==> src/rtl/if_pkg.sv <==
// Shared types and constants for the instruction fetch unit.
package if_pkg;

    localparam int unsigned FETCH_XLEN = 32;
    localparam int unsigned PC_STEP    = 4;

    typedef enum logic [1:0] {
        IDLE,
        FETCH,
        HALT
    } fetch_state_e;

    typedef struct packed {
        logic [FETCH_XLEN-1:0] pc;
        logic [FETCH_XLEN-1:0] instr;
    } fetch_entry_t;

endpackage

==> src/rtl/instr_fetch_unit_if.sv <==
// Instruction-memory read port plus the fetch-to-decode valid/ready handshake.
interface instr_fetch_unit_if #(
    parameter int unsigned XLEN = 32
);

    logic [XLEN-1:0] pc_out;
    logic [XLEN-1:0] instruction;
    logic            if_valid;
    logic [XLEN-1:0] if_pc;
    logic [XLEN-1:0] if_instr;
    logic            id_ready;

    modport master (
        output pc_out, if_valid, if_pc, if_instr,
        input  instruction, id_ready
    );

    modport slave (
        input  pc_out, if_valid, if_pc, if_instr,
        output instruction, id_ready
    );

endinterface

==> src/rtl/if_prefetch_fifo.sv <==
// Synchronous prefetch FIFO; pointers carry one extra wrap bit so full/empty
// come from comparing the MSBs.
module if_prefetch_fifo #(
    parameter int unsigned DEPTH   = 2,
    parameter type         entry_t = logic
) (
    input  logic   clk,
    input  logic   rst_n,
    input  logic   push,
    input  logic   pop,
    input  logic   flush,
    input  entry_t wr_data,
    output logic   full,
    output logic   empty,
    output entry_t head
);

    localparam int unsigned AW = $clog2(DEPTH);

    logic [AW:0] wr_ptr_q, wr_ptr_d;
    logic [AW:0] rd_ptr_q, rd_ptr_d;
    entry_t      mem_q [DEPTH];

    always_comb begin
        wr_ptr_d = wr_ptr_q;
        rd_ptr_d = rd_ptr_q;
        if (flush) begin
            wr_ptr_d = '0;
            rd_ptr_d = '0;
        end else begin
            if (push) wr_ptr_d = wr_ptr_q + (AW+1)'(1);
            if (pop)  rd_ptr_d = rd_ptr_q + (AW+1)'(1);
        end
    end

    always_ff @(posedge clk or negedge rst_n) begin
        if (!rst_n) begin
            wr_ptr_q <= '0;
            rd_ptr_q <= '0;
        end else begin
            wr_ptr_q <= wr_ptr_d;
            rd_ptr_q <= rd_ptr_d;
        end
    end

    // Storage carries no reset; validity is tracked by the pointers alone.
    always_ff @(posedge clk) begin
        if (push && !flush) mem_q[wr_ptr_q[AW-1:0]] <= wr_data;
    end

    assign empty = (wr_ptr_q == rd_ptr_q);
    assign full  = (wr_ptr_q[AW] != rd_ptr_q[AW]) &&
                   (wr_ptr_q[AW-1:0] == rd_ptr_q[AW-1:0]);
    assign head  = mem_q[rd_ptr_q[AW-1:0]];

endmodule

==> src/rtl/instr_fetch_unit.sv <==
// Instruction fetch: PC/FSM control feeding a prefetch FIFO towards decode.
// Optional macro FETCH_MISALIGN_CHECK_EN adds misalign_err and halts on unaligned redirects.
module instr_fetch_unit
    import if_pkg::*;
#(
    parameter int unsigned     XLEN       = 32,
    parameter logic [XLEN-1:0] RESET_PC   = '0,
    parameter int unsigned     FIFO_DEPTH = 2
) (
    input  logic                clk,
    input  logic                rst_n,
    instr_fetch_unit_if.master  bus,
    input  logic                redirect_valid,
    input  logic [XLEN-1:0]     redirect_pc,
    input  logic                halt_req,
    output logic                halted
`ifdef FETCH_MISALIGN_CHECK_EN
    ,
    output logic                misalign_err
`endif
);

    fetch_state_e    state_q, state_d;
    logic [XLEN-1:0] pc_q, pc_d;
    logic            halted_q, halted_d;
    logic            fifo_full, fifo_empty;
    logic            push, pop;
    fetch_entry_t    wr_entry, head;

`ifdef FETCH_MISALIGN_CHECK_EN
    logic err_q, err_d;
    logic misalign;
    assign misalign = redirect_valid && (redirect_pc[1:0] != 2'b00);
`endif

    always_comb begin
        pop  = !fifo_empty && bus.id_ready && !redirect_valid;
        push = (state_q == FETCH) && !halt_req && !redirect_valid &&
               (!fifo_full || pop);
        wr_entry.pc    = pc_q;
        wr_entry.instr = bus.instruction;

        pc_d = pc_q;
        if (redirect_valid)  pc_d = redirect_pc & ~XLEN'(3);
        else if (push)       pc_d = pc_q + XLEN'(PC_STEP);

        state_d = state_q;
        if (!redirect_valid) begin
            case (state_q)
                IDLE:    state_d = halt_req ? HALT : FETCH;
                FETCH:   if (halt_req)  state_d = HALT;
                HALT:    if (!halt_req) state_d = FETCH;
                default: state_d = IDLE;
            endcase
        end

`ifdef FETCH_MISALIGN_CHECK_EN
        // A bad target keeps the old PC and pins the FSM in HALT until reset.
        err_d = err_q || misalign;
        if (misalign) pc_d = pc_q;
        if (err_d)    state_d = HALT;
`endif
        halted_d = (state_d == HALT);
    end

    always_ff @(posedge clk or negedge rst_n) begin
        if (!rst_n) begin
            state_q  <= IDLE;
            pc_q     <= RESET_PC;
            halted_q <= 1'b0;
`ifdef FETCH_MISALIGN_CHECK_EN
            err_q    <= 1'b0;
`endif
        end else begin
            state_q  <= state_d;
            pc_q     <= pc_d;
            halted_q <= halted_d;
`ifdef FETCH_MISALIGN_CHECK_EN
            err_q    <= err_d;
`endif
        end
    end

    if_prefetch_fifo #(
        .DEPTH   (FIFO_DEPTH),
        .entry_t (fetch_entry_t)
    ) u_fifo (
        .clk     (clk),
        .rst_n   (rst_n),
        .push    (push),
        .pop     (pop),
        .flush   (redirect_valid),
        .wr_data (wr_entry),
        .full    (fifo_full),
        .empty   (fifo_empty),
        .head    (head)
    );

    assign bus.pc_out   = pc_q;
    assign bus.if_valid = !fifo_empty;
    assign bus.if_pc    = fifo_empty ? '0 : head.pc;
    assign bus.if_instr = fifo_empty ? '0 : head.instr;
    assign halted       = halted_q;
`ifdef FETCH_MISALIGN_CHECK_EN
    assign misalign_err = err_q;
`endif

endmodule

==> src/flat_wrapper.sv <==
// flat-port wrapper written by rule: the top's interface ports become plain ports
module instr_fetch_unit_flat import if_pkg::*;
#(
    parameter int unsigned     XLEN       = 32,
    parameter logic [XLEN-1:0] RESET_PC   = '0,
    parameter int unsigned     FIFO_DEPTH = 2
)
  (clk, rst_n, redirect_valid, redirect_pc, halt_req, halted, bus_pc_out, bus_if_valid, bus_if_pc, bus_if_instr, bus_instruction, bus_id_ready);
  instr_fetch_unit_if #(.XLEN(XLEN)) bus_i ();
  input  logic clk;
  input  logic rst_n;
  input  logic redirect_valid;
  input  logic [XLEN-1:0] redirect_pc;
  input  logic halt_req;
  output logic halted;
  output wire logic [$bits(bus_i.pc_out)-1:0] bus_pc_out;
  output wire logic [$bits(bus_i.if_valid)-1:0] bus_if_valid;
  output wire logic [$bits(bus_i.if_pc)-1:0] bus_if_pc;
  output wire logic [$bits(bus_i.if_instr)-1:0] bus_if_instr;
  input wire logic [$bits(bus_i.instruction)-1:0] bus_instruction;
  input wire logic [$bits(bus_i.id_ready)-1:0] bus_id_ready;
  assign bus_pc_out = bus_i.pc_out;
  assign bus_if_valid = bus_i.if_valid;
  assign bus_if_pc = bus_i.if_pc;
  assign bus_if_instr = bus_i.if_instr;
  assign bus_i.instruction = bus_instruction;
  assign bus_i.id_ready = bus_id_ready;
  instr_fetch_unit #(.XLEN(XLEN), .RESET_PC(RESET_PC), .FIFO_DEPTH(FIFO_DEPTH)) u_core (.clk(clk), .rst_n(rst_n), .bus(bus_i), .redirect_valid(redirect_valid), .redirect_pc(redirect_pc), .halt_req(halt_req), .halted(halted));
endmodule
==> config.mk <==
export PLATFORM = sky130hd
export DESIGN_NAME = instr_fetch_unit_flat
export DESIGN_NICKNAME = d
export VERILOG_FILES = /design/src/rtl/if_pkg.sv /design/src/rtl/instr_fetch_unit_if.sv /design/src/rtl/if_prefetch_fifo.sv /design/src/rtl/instr_fetch_unit.sv /design/src/flat_wrapper.sv
export SDC_FILE = /design/constraint.sdc
export NUM_CORES = 1
export LEC_CHECK = 0
export CELL_PAD_IN_SITES_DETAIL_PLACEMENT = 2
export CELL_PAD_IN_SITES_GLOBAL_PLACEMENT = 2
export CORE_MARGIN = 2
export CORE_UTILIZATION = 34
export CTS_CLUSTER_DIAMETER = 80
export CTS_CLUSTER_SIZE = 14
export DETAILED_ROUTE_END_ITERATION = 8
export PLACE_DENSITY_LB_ADDON = 0.08
export SYNTH_ARGS = -nofsm -noshare
export SYNTH_HDL_FRONTEND = slang
export SYNTH_HIERARCHICAL = 1
export SYNTH_SLANG_ARGS = --single-unit
==> constraint.sdc <==
create_clock -name clk -period 8.6 [get_ports clk]
set_input_delay 2.15 -clock clk [delete_from_list [all_inputs] [get_ports clk]]
set_output_delay 2.15 -clock clk [all_outputs]
set_load 0.005 [all_outputs]
==> results of run 1 <==
## layer usage
layer | vias to the layer above | global-route usage (%)
li1 | 2246 | -
met1 | 2460 | 21.7
met2 | 118 | 32.2
met3 | 15 | 4.24
met4 | 0 | 4.30
met5 | - | 0
## sequential cells by signal (all words and copies together), names as in the netlist
name and cells:
u_core/state_q 2, u_core/halted 1, u_core/bus.pc_out 30, u_core/u_fifo/wr_ptr_q 2
u_core/u_fifo/mem_q 128, u_core/u_fifo/rd_ptr_q 2
## worst reg2reg max path, cell delays in order (launching register included)
cell and delay, ns:
dfrtp_4 1.12, xor2_1 0.26, nor2_4 0.51, buf_4 0.56, nand2b_1 0.21, a21bo_2 0.59
inv_1 0.55, nor2_1 0.44, buf_4 0.29, o21ai_0 0.11, o311ai_0 0.12
## worst paths after layout
check	from	end	cells past startpoint
min	u_core/state_q[1]	u_core/halted	1
max in group asynchronous	rst_n	u_core/u_fifo/rd_ptr_q[0]	1
min in group asynchronous	rst_n	u_core/bus.pc_out[21]	1
min reg2reg	u_core/state_q[1]	u_core/halted	1
max reg2reg	u_core/u_fifo/rd_ptr_q[0]	u_core/bus.pc_out[28]	10
max	u_core/u_fifo/rd_ptr_q[0]	bus_if_pc[12]	5
## cell type report
cell class / count / area [um^2] / area share [%]
flip-flops and latches: 165 / 4770 / 49.1
multi-input cells: 317 / 2380 / 24.5
repair buffers: 167 / 1650 / 17.0
clock buffers: 17 / 425 / 4.38
well taps: 275 / 344 / 3.54
clock inverters: 15 / 119 / 1.22
inverters: 9 / 33.8 / 0.347
## cells by family (layout without fill, tap and decap cells)
family	Yosys count	after routing
AO/OA/AOI/OAI	61	61
XOR/XNOR	7	7
adder cells (fa/ha/maj)	1	1
buffers and inverters	39	208
flip-flops	165	165
multiplexers	67	67
other	1	6
AND/OR/NAND/NOR	175	175
## power by group through the flow
stage	combinational [mW]	sequential, mW	clock, mW
final	0.156	0.921	0.717
after global routing	0.171	0.927	0.771
after CTS	0.160	0.922	0.742
after detailed placement	0.159	0.939	0
after global placement	0.153	0.936	0
after floorplan	0.0607	0.925	0
## stage by stage
step	hold WS, ns	area, um^2	power (mW)	setup slack [ns]
after floorplan	0.464	7340	0.985	0.193
after global placement	0.484	9180	1.09	3.00
after detailed placement	0.521	9180	1.10	2.90
after CTS	0.536	9720	1.82	2.72
after global routing	0.581	9720	1.87	2.57
final	0.534	9720	1.79	2.95
## cell usage in the layout (no fill, tap or decap), types with 3 or more instances in the layout
cell | synthesis | layout
a21oi_1 | 5 | 5
a31oi_1 | 5 | 5
a41oi_1 | 3 | 3
buf_4 | 3 | 5
clkbuf_16 | 0 | 17
clkdlybuf4s50_1 | 0 | 160
clkinv_2 | 0 | 3
conb_1 | 1 | 6
dfrtp_1 | 37 | 36
edfxtp_1 | 128 | 128
inv_1 | 8 | 8
inv_6 | 0 | 6
mux2_2 | 47 | 47
mux2_4 | 17 | 17
mux2i_1 | 3 | 3
nand2_1 | 32 | 32
nand3_1 | 23 | 23
nand4_1 | 9 | 9
nor2_1 | 19 | 18
nor2b_1 | 66 | 66
nor3_1 | 4 | 4
o211ai_1 | 6 | 6
o21ai_0 | 17 | 17
o311ai_0 | 7 | 7
or3_1 | 3 | 3
xnor2_1 | 5 | 5
==> key figures, run 1 <==
Run
  – Max Cap Viol: 0

Timing
  – Min Tclk post-route: 5.65 ns
  – Total negative setup slack: 0 ns
  – Tcrit/Tclk final: 65.8%
  – Slew HR: 22.9%
  – Max Clock Freq: between 150 and 200 MHz
  – Worst Max-Slew Pin Slew: 1.16 ns
  – Clock Skews: approximately 0.0094 ns
  – Setup-failing EPs final: 0
  – Final hold viol count: 0
  – RSZ-0062 raised after global routing: no
  – Max Slew Vio Count: 0

Die
  – Die ar.: 0.0227 mm^2
  – CORE AREA: 0.0211 mm^2
  – IO Count: 167
  – Initial Utilization: between 30% and 40%
  – Die W: between 150 and 200 um
  – DIE HEIGHT: 151 um
  – Row cnt: 53

Yosys
  – Syn Area/Cell: 14.2 um^2
  – Yosys Warn Count: 6
  – Syn Inst Count: 516
  – Mux contribution to synthesized area: 11.1%
  – Xor/xnor share of the synthesized area: 0.838%
  – #FFs+latches synth: approximately 170
  – Commonest cells in the netlist: 128 x edfxtp_1, 66 x nor2b_1, 47 x mux2_2
  – Post-synth top area share: 52.5%
  – Synth area leaders: edfxtp_1 53%, dfrtp_1 13%, mux2_2 7.2%, nor2b_1 5.6%, mux2_4 3.5%
  – Leading area contributor after synthesis: edfxtp_1
  – Post-Synth Simple-Gate Area: ~14%
  – Post-synth EDFFs: 128
  – Ys flop type: edfxtp_1
  – Share of flip-flops with an asynchronous set or reset: between 20% and 30%
  – Mapped cell area: ~0.0073 mm^2
  – Sequential cell area fraction in the yosys report: about two thirds
  – Top-count cell post-synth: edfxtp_1
  – Adder-cell share of the synthesized area: 0.171%
  – Compound-Gate Fraction of Synth Area: slightly below 6%
  – Synth unique cells: 55
  – Largest family of logic cells by synthesized area: simple AND/OR/NAND/NOR gates

Layout
  – Layout fillers: 2064
  – Fin cells: 965
  – Syn-to-layout area delta: 32.8%
  – Number of diodes: 0
  – Final Net Count: approximately 750
  – Layout cells sized above 1: 16.8%
  – Finished Core Util: 46.1%

Clock tree
  – CTS sink count: 165
  – CTS tree: done
  – Clk pin slew, worst setup/hold paths: 0.07 ns
  – H-tree depth: 4
  – Clk_lat worst skew: roughly 0.42 ns
  – Post-CTS setup buffers: 0
  – CTS root buf: clkbuf_16
  – Inserted Clock Buffers: 17
  – Post-CTS sizing: 0
  – CTS Hold Bufs: 0
  – Clk buf depth: 2

Power and ir drop
  – Int Pwr: 1.35 mW
  – Combinational share of power: between 8 and 9%
  – Clock power share: about 40%
  – Worst vdd ir: 0.136 mV
  – Switching pwr: 0.441 mW
  – Pleak: 3.32 nW
  – Seq pwr share: just over 50%
  – Switching Fraction: 24.6%
  – Power Density: 185 mW/mm^2

Critical path
  – CP max FO: 68
  – CP Cell Sequence: xor2_1 -> nor2_4 -> buf_4 -> nor2b_1 -> clkdlybuf4s50_1
  – Worst Path Buf+Inv: 2
  – CP endpoint kind: output port
  – Crit-path max cell delay: around 1.1 ns
  – Crit Path Category: reg -> out
  – CP startpoint kind: flop
  – Crit path DAT: 3.50 ns
  – Slowest stage cell, crit path: dfrtp_4
  – WP data required: 6.45 ns
  – Top delay family on crit path: flip-flops
  – R2r setup slk: 3.70 ns

Hold path
  – Worst hold path type: reg -> reg

Detailed routing
  – Routed Antenna Nets: 0
  – Drt pass-1 iters: 4
  – Routed met2 length: between 10000 and 15000 um
  – Met1 wire length: between 8000 and 9000 um
  – DRT iter0 DRCs: 177
  – Final WL: around 20000 um
  – Routed vias: 4839
  – # DRC: 0
  – Highest metal used: met4
  – Met3 wire length: 784 um
  – Wirelength per Cell: 20.3 um
  – Routed vias/inst: roughly 5.0

Placement
  – IO buf count: 162
  – Total placed cells including tap cells: 933
  – Post-DP HPWL: 12500 um
  – RePlAce Congestion: around 0.73

Global route
  – GRT Total Usage: ~18%
  – Total grt overflow: 0
  – Initial antenna violation count: 0
  – Largest net degree at the start of global routing: 69
  – Vias in the first global route: 5419
  – First-pass GRT wire length: 30500 um

Outcome
  – Status: finished clean
Note: power is estimated with default switching activity, not from simulation.
==> inputs of run 2 (changes only) <==
==> constraint.sdc (replaced) <==
create_clock -name clk -period 5.5 [get_ports clk]
set_input_delay 1.375 -clock clk [delete_from_list [all_inputs] [get_ports clk]]
set_output_delay 1.375 -clock clk [all_outputs]
set_load 0.005 [all_outputs]
==> run 2 against run 1 <==
Effect of this change: die area is the same; global-route usage up 0.26 points; register-to-register slack worse by 1.9 ns; wire length grew 1.9%; clock power increased by 59%; sequential share of layout area fell by 0.35 points; critical path type unchanged; core utilization is 0.33 points higher; critical endpoint is now bus_if_pc[0]; largest cell class unchanged.
==> key figures, run 2 (same netlist as run 1, synthesis figures left out) <==
Placement
  – RePlAce Congestion: 0.751 (was 0.725)
  – Post-DP HPWL: 12800 um (was 12500 um)
  – IO buf count: 162 (unchanged)
  – Total placed cells including tap cells: 938 (was 933)

Power and ir drop
  – Combinational share of power: 8.9% (was 8.7%)
  – Switching Fraction: 24.9% (was 24.6%)
  – Total power: 2.83 mW (was 1.79 mW)
  – Pleak: 3.35 nW (was 3.32 nW)
  – Power Density: 289 mW/mm^2 (was 185 mW/mm^2)
  – Switching pwr: 0.705 mW (was 0.441 mW)
  – Seq pwr share: 50.8% (was 51.3%)
  – Clock power share: 40.3% (was 39.9%)
  – Worst vdd ir: 0.203 mV (was 0.136 mV)
  – Int Pwr: 2.13 mW (was 1.35 mW)

Clock tree
  – Post-CTS sizing: 0 (unchanged)
  – Clk buf depth: 2 (unchanged)
  – CTS sink count: 165 (unchanged)
  – CTS root buf: clkbuf_16 (unchanged)
  – Inserted Clock Buffers: 17 (unchanged)
  – Post-CTS setup buffers: 0 (unchanged)
  – H-tree depth: 4 (unchanged)
  – CTS Hold Bufs: 0 (unchanged)
  – CTS tree: done (unchanged)
  – Clk pin slew, worst setup/hold paths: 0.06 ns (was 0.07 ns)
  – Clk_lat worst skew: 0.43 ns (was 0.42 ns)

Layout
  – Fin cells: 970 (was 965)
  – Max FFs per register: 128 (unchanged)
  – Final Net Count: 752 (was 747)
  – Most common cell after layout, fill and taps aside: clkdlybuf4s50_1 (unchanged)
  – Number of diodes: 0 (unchanged)
  – Most frequent cells in the layout: 160 x clkdlybuf4s50_1, 128 x edfxtp_1, 66 x nor2b_1, 47 x mux2_2, 36 x dfrtp_1 (unchanged)
  – Layout cells sized above 1: 17.6% (was 16.8%)
  – Syn-to-layout area delta: 33.8% (was 32.8%)

Timing
  – Max Clock Freq: 244 MHz
  – Slew HR: 15.5% (was 22.9%)
  – Final hold viol count: 0 (unchanged)
  – Tcrit/Tclk final: between 70% and 80%
  – Fin Hold WS: 0.541 ns (was 0.534 ns)
  – Clock Skews: 0.0128 ns (was 0.00942 ns)
  – Worst Max-Slew Pin Slew: 1.26 ns (was 1.16 ns)
  – Min Tclk post-route: 4.10 ns
  – Total negative setup slack: 0 ns (unchanged)
  – RSZ-0062 raised after global routing: no (unchanged)
  – Setup-failing EPs final: 0 (unchanged)
  – Max Slew Vio Count: 0 (unchanged)

Die
  – IO Count: 167 (unchanged)
  – DIE HEIGHT: 151 um (unchanged)
  – CORE AREA: 0.0211 mm^2 (unchanged)
  – Row cnt: 53 (unchanged)
  – Die ar.: 0.0227 mm^2 (unchanged)
  – Die W: 151 um (unchanged)
  – Initial Utilization: 34.7% (unchanged)

Detailed routing
  – Routed vias/inst: 4.99 (was 5.01)
  – Wirelength per Cell: 20.6 um (was 20.3 um)
  – Final WL: 19900 um (was 19600 um)
  – Routed Antenna Nets: 0 (unchanged)
  – # DRC: 0 (unchanged)
  – Drt pass-1 iters: 4 (unchanged)
  – DRT iter0 DRCs: 209 (was 177)
  – Routed vias: 4839 (unchanged)

Hold path
  – HP Start: u_core/bus.pc_out[31] (was u_core/state_q[1])
  – Hold EP: u_core/u_fifo/mem_q[1][63] (was u_core/halted)
  – Worst hold path type: reg -> reg (unchanged)
  – Hold Crit Depth: 0 (was 1)

Critical path
  – Crit-path max cell delay: 0.83 ns (was 1.12 ns)
  – Crit path DAT: 2.72 ns (was 3.50 ns)
  – Crit Path Category: reg -> out (unchanged)
  – CP endpoint kind: output port (unchanged)
  – Worst Reg-to-Reg Cells: 9 (was 10)
  – Slowest stage cell, crit path: buf_4 (was dfrtp_4)
  – CP startpoint kind: flop (unchanged)
  – WP data required: 4.12 ns (was 6.45 ns)
  – Worst r2r src: u_core/u_fifo/wr_ptr_q[0] (was u_core/u_fifo/rd_ptr_q[0])
  – Reg-to-reg critical path endpoint: u_core/bus.pc_out[5] (was u_core/bus.pc_out[28])
  – Top delay family on crit path: buffers and inverters (was flip-flops)
  – CP max FO: 67 (was 68)
  – CP Cell Sequence: buf_4 -> mux2_2 -> nor2b_1 -> clkdlybuf4s50_1 (was xor2_1 -> nor2_4 -> buf_4 -> nor2b_1 -> clkdlybuf4s50_1)
  – R2r setup slk: 1.78 ns (was 3.70 ns)
  – Worst Path Buf+Inv: 2 (unchanged)

Outcome
  – Status: finished clean (unchanged)

Global route
  – Vias in the first global route: 5429 (was 5419)
  – Initial antenna violation count: 0 (unchanged)
  – GRT Total Usage: 18.2% (was 17.9%)
  – Largest net degree at the start of global routing: 68 (was 69)
  – Total grt overflow: 0 (unchanged)
  – First-pass GRT wire length: 31000 um (was 30500 um)

Run
  – Max Cap Viol: 0 (unchanged)
## run 2: changes by cell type in the layout (fill, tap and decap cells not counted), sizes merged
cell | previous run | this run
buf | 7 | 12
clkinv | 7 | 4
inv | 16 | 18
clkinvlp | 1 | 2
## run 2: worst register-to-register path: cells and delay by family, from the launching register on
| family | cells | cell delay (ns) |
|---|---|---|
| simple gates | 3 | 1.66 |
| buf+inv | 2 | 0.68 |
| flops | 1 | 0.48 |
| compound gates | 3 | 0.55 |
| xor+xnor | 1 | 0.22 |
## run 2: metal layers
| metal | track usage [%] | wire [um] | vias to the layer above |
|---|---|---|---|
| li1 | - | - | 2244 |
| met1 | 22.5 | 8530 | 2470 |
| met2 | 32.2 | 10400 | 109 |
| met3 | 3.88 | 783 | 16 |
| met4 | 4.72 | 199 | 0 |
| met5 | 0 | 0 | - |
## run 2: how the worst max path moves through the flow
stage / slack, ns / cells after the start / endpoint / start
final: 1.40 / 4 / bus_if_pc[0] / u_core/u_fifo/rd_ptr_q[0]
after global routing: 1.24 / 4 / bus_if_pc[26] / u_core/u_fifo/rd_ptr_q[0]
after detailed placement: 1.27 / 6 / u_core/u_fifo/mem_q[1][56] / halt_req
after CTS: 1.32 / 4 / bus_if_pc[30] / u_core/u_fifo/rd_ptr_q[0]
after global placement: 1.34 / 6 / u_core/u_fifo/mem_q[1][56] / halt_req
after floorplan: 0.16 / 6 / u_core/u_fifo/mem_q[0][0] / redirect_valid
## run 2: power by group through the flow
| stage | Sequential [mW] | Combinational, mW | Clock [mW] |
|---|---|---|---|
| after floorplan | 1.45 | 0.0950 | 0 |
| after global placement | 1.46 | 0.247 | 0 |
| after detailed placement | 1.47 | 0.254 | 0 |
| after CTS | 1.44 | 0.257 | 1.18 |
| after global routing | 1.45 | 0.275 | 1.22 |
| final | 1.44 | 0.251 | 1.14 |
## run 2: final cells by class
class                   instances  area (um^2)
inverters                       9         33.8
multi-input cells             317         2380
clock inverters                15          131
fillers                      2040        11300
repair buffers                172         1700
flip-flops and latches        165         4770
well taps                     275          344
clock buffers                  17          425
## run 2: through the flow
stage / worst slack [ns] / cell area, um^2 / utilization [%]
6_report: 1.40 / 9790 / 46.4
5_1_grt: 1.24 / 9790 / 46.4
4_1_cts: 1.32 / 9790 / 46.4
3_5_place_dp: 1.27 / 9230 / 43.8
3_3_place_gp: 1.34 / 9230 / 43.8
2_1_floorplan: 0.158 / 7340 / -
==> inputs of run 3 (changes only) <==
==> constraint.sdc (replaced) <==
create_clock -name clk -period 3.9 [get_ports clk]
set_input_delay 0.975 -clock clk [delete_from_list [all_inputs] [get_ports clk]]
set_output_delay 0.975 -clock clk [all_outputs]
set_load 0.005 [all_outputs]
==> run 3 against run 2 <==
Effect of this change: largest power group unchanged; critical path type unchanged; critical path depth rose by 1; clock-buffer cell count rose by 1; combinational power rose by 43%; first-iteration DRC count fell by 18%; highest routed layer is now met5.
==> key figures, run 3 (same netlist as run 1, synthesis figures left out) <==
Outcome
  – Status: finished clean (unchanged)

Die
  – Row cnt: 53 (unchanged)
  – Die W: 151 um (unchanged)
  – IO Count: 167 (unchanged)
  – CORE AREA: 0.0211 mm^2 (unchanged)
  – DIE HEIGHT: 151 um (unchanged)
  – Initial Utilization: 34.7% (unchanged)
  – Die ar.: 0.0227 mm^2 (unchanged)

Detailed routing
  – Routed vias: 4829 (was 4839)
  – # DRC: 0 (unchanged)
  – Routed vias/inst: 4.98 (was 4.99)
  – Drt pass-1 iters: 4 (unchanged)
  – Routed Antenna Nets: 0 (unchanged)
  – Wirelength per Cell: 20.0 um (was 20.6 um)
  – DRT iter0 DRCs: 172 (was 209)
  – Final WL: 19400 um (was 19900 um)

Clock tree
  – Clk pin slew, worst setup/hold paths: 0.07 ns (was 0.06 ns)
  – Clk buf depth: 2 (unchanged)
  – Post-CTS sizing: 0 (unchanged)
  – CTS sink count: 165 (unchanged)
  – H-tree depth: 4 (unchanged)
  – Inserted Clock Buffers: 17 (unchanged)
  – CTS root buf: clkbuf_16 (unchanged)
  – CTS tree: done (unchanged)
  – CTS Hold Bufs: 0 (unchanged)
  – Post-CTS setup buffers: 0 (unchanged)
  – Clk_lat worst skew: 0.42 ns (was 0.43 ns)

Layout
  – Most frequent cells in the layout: 160 x clkdlybuf4s50_1, 128 x edfxtp_1, 66 x nor2b_1, 47 x mux2_2, 36 x dfrtp_1 (unchanged)
  – Number of diodes: 0 (unchanged)
  – Layout fillers: 2027 (was 2040)
  – Finished Core Util: 46.7% (was 46.4%)
  – Layout cells sized above 1: 17.7% (was 17.6%)
  – Syn-to-layout area delta: 34.6% (was 33.8%)
  – Multi-input gate area: 0.00239 mm^2 (was 0.00238 mm^2)
  – Most common cell after layout, fill and taps aside: clkdlybuf4s50_1 (unchanged)
  – Max FFs per register: 128 (unchanged)
  – Final Net Count: 753 (was 752)
  – Storage cell area: 0.00477 mm^2 (unchanged)

Critical path
  – WP data required: 2.92 ns (was 4.12 ns)
  – Crit Path Category: reg -> out (unchanged)
  – CP max FO: 22 (was 67)
  – Crit path DAT: 2.36 ns (was 2.72 ns)
  – R2r setup slk: 0.71 ns (was 1.78 ns)
  – CP endpoint kind: output port (unchanged)
  – CP startpoint kind: flop (unchanged)

Placement
  – RePlAce Congestion: 0.758 (was 0.751)
  – IO buf count: 162 (unchanged)
  – Post-DP HPWL: 13000 um (was 12800 um)
  – Dpl ws: 0.293 ns (was 1.27 ns)

Power and ir drop
  – Pleak: 3.35 nW (about the same)
  – Worst vdd ir: 0.274 mV (was 0.203 mV)
  – Power Density: 410 mW/mm^2 (was 289 mW/mm^2)

Global route
  – Largest net degree at the start of global routing: 64 (was 68)
  – Total grt overflow: 0 (unchanged)
  – Initial antenna violation count: 1 (was 0)
  – Vias in the first global route: 5442 (was 5429)
  – GRT Total Usage: 17.8% (was 18.2%)
  – First-pass GRT wire length: 30600 um (was 31000 um)

Timing
  – Slew HR: 16.8% (was 15.5%)
  – Final hold viol count: 0 (unchanged)
  – Max Clock Freq: 299 MHz
  – Final WS setup: 0.561 ns (was 1.40 ns)
  – Setup-failing EPs final: 0 (unchanged)
  – Max Slew Vio Count: 0 (unchanged)
  – Clock Skews: 0.0128 ns (about the same)
  – Worst Max-Slew Pin Slew: 1.24 ns (was 1.26 ns)
  – Min Tclk post-route: roughly 3.3 ns
  – Total negative setup slack: 0 ns (unchanged)
  – Tcrit/Tclk final: 85.6%
  – RSZ-0062 raised after global routing: no (unchanged)

Hold path
  – Worst hold path type: reg -> reg (unchanged)

Run
  – Max Cap Viol: 0 (unchanged)
==> run 3: cell count changes in the layout (fill, tap and decap cells not counted), moves of 2 or more <==
| cell | previous run | this run |
|---|---|---|
| inv_8 | 4 | 0 |
| inv_6 | 6 | 4 |
| buf_12 | 1 | 3 |
| bufinv_16 | 0 | 2 |
| clkinvlp_4 | 2 | 4 |
==> run 3: cell type report <==
cell class,instances,area share (%)
Sequential cell,165,48.5
Multi-Input combinational cell,317,24.3
Timing Repair Buffer,173,17.6
Clock buffer,18,4.36
Tap cell,275,3.49
Clock inverter,13,1.50
Inverter,9,0.343
==> run 3: layer usage <==
| metal | track usage (%) | wire length (um) | part of all wire [%] | vias to the layer above |
|---|---|---|---|---|
| met5 | 0 | 9 | 0.046 | - |
| met4 | 5.28 | 185 | 0.95 | 2 |
| met3 | 3.48 | 708 | 3.6 | 13 |
| met2 | 30.6 | 9970 | 51 | 107 |
| met1 | 22.8 | 8530 | 44 | 2462 |
| li1 | - | - | - | 2245 |
==> run 3: through the flow <==
step,std cells,area [um^2],hold WS [ns],total power [mW]
CTS,970,9850,0.546,4.09
detailed placement,939,9270,0.534,2.43
finish,970,9850,0.529,4.04
floorplan,521,7370,0.464,2.17
global route,970,9850,0.572,4.19
global placement,939,9270,0.505,2.41
==> run 3: path summary, 6_finish.rpt <==
check,startpoint,to,depth (start not counted)
worst max register to register,u_core/u_fifo/rd_ptr_q[0],u_core/bus.pc_out[13],8
worst max-delay path,u_core/u_fifo/wr_ptr_q[0],bus_if_instr[12],5
max in group asynchronous,rst_n,u_core/u_fifo/rd_ptr_q[0],1
worst min register to register,u_core/bus.pc_out[31],u_core/u_fifo/mem_q[0][63],0
min in group asynchronous,rst_n,u_core/bus.pc_out[21],1
worst min-delay path,u_core/bus.pc_out[31],u_core/u_fifo/mem_q[0][63],0
==> run 3: worst max-delay path: stages (launching register included) <==
cell and delay (ns):
dfrtp_1 0.51, xor2_1 0.35, nor2_4 0.13, buf_4 0.24, nor2b_1 0.17, clkdlybuf4s50_1 0.53
==> run 3: where the power goes <==
group          internal [mW]  total [mW]  switching [mW]
clock                  0.948        1.65           0.705
sequential              1.95        2.03          0.0772
combinational          0.208       0.358           0.150
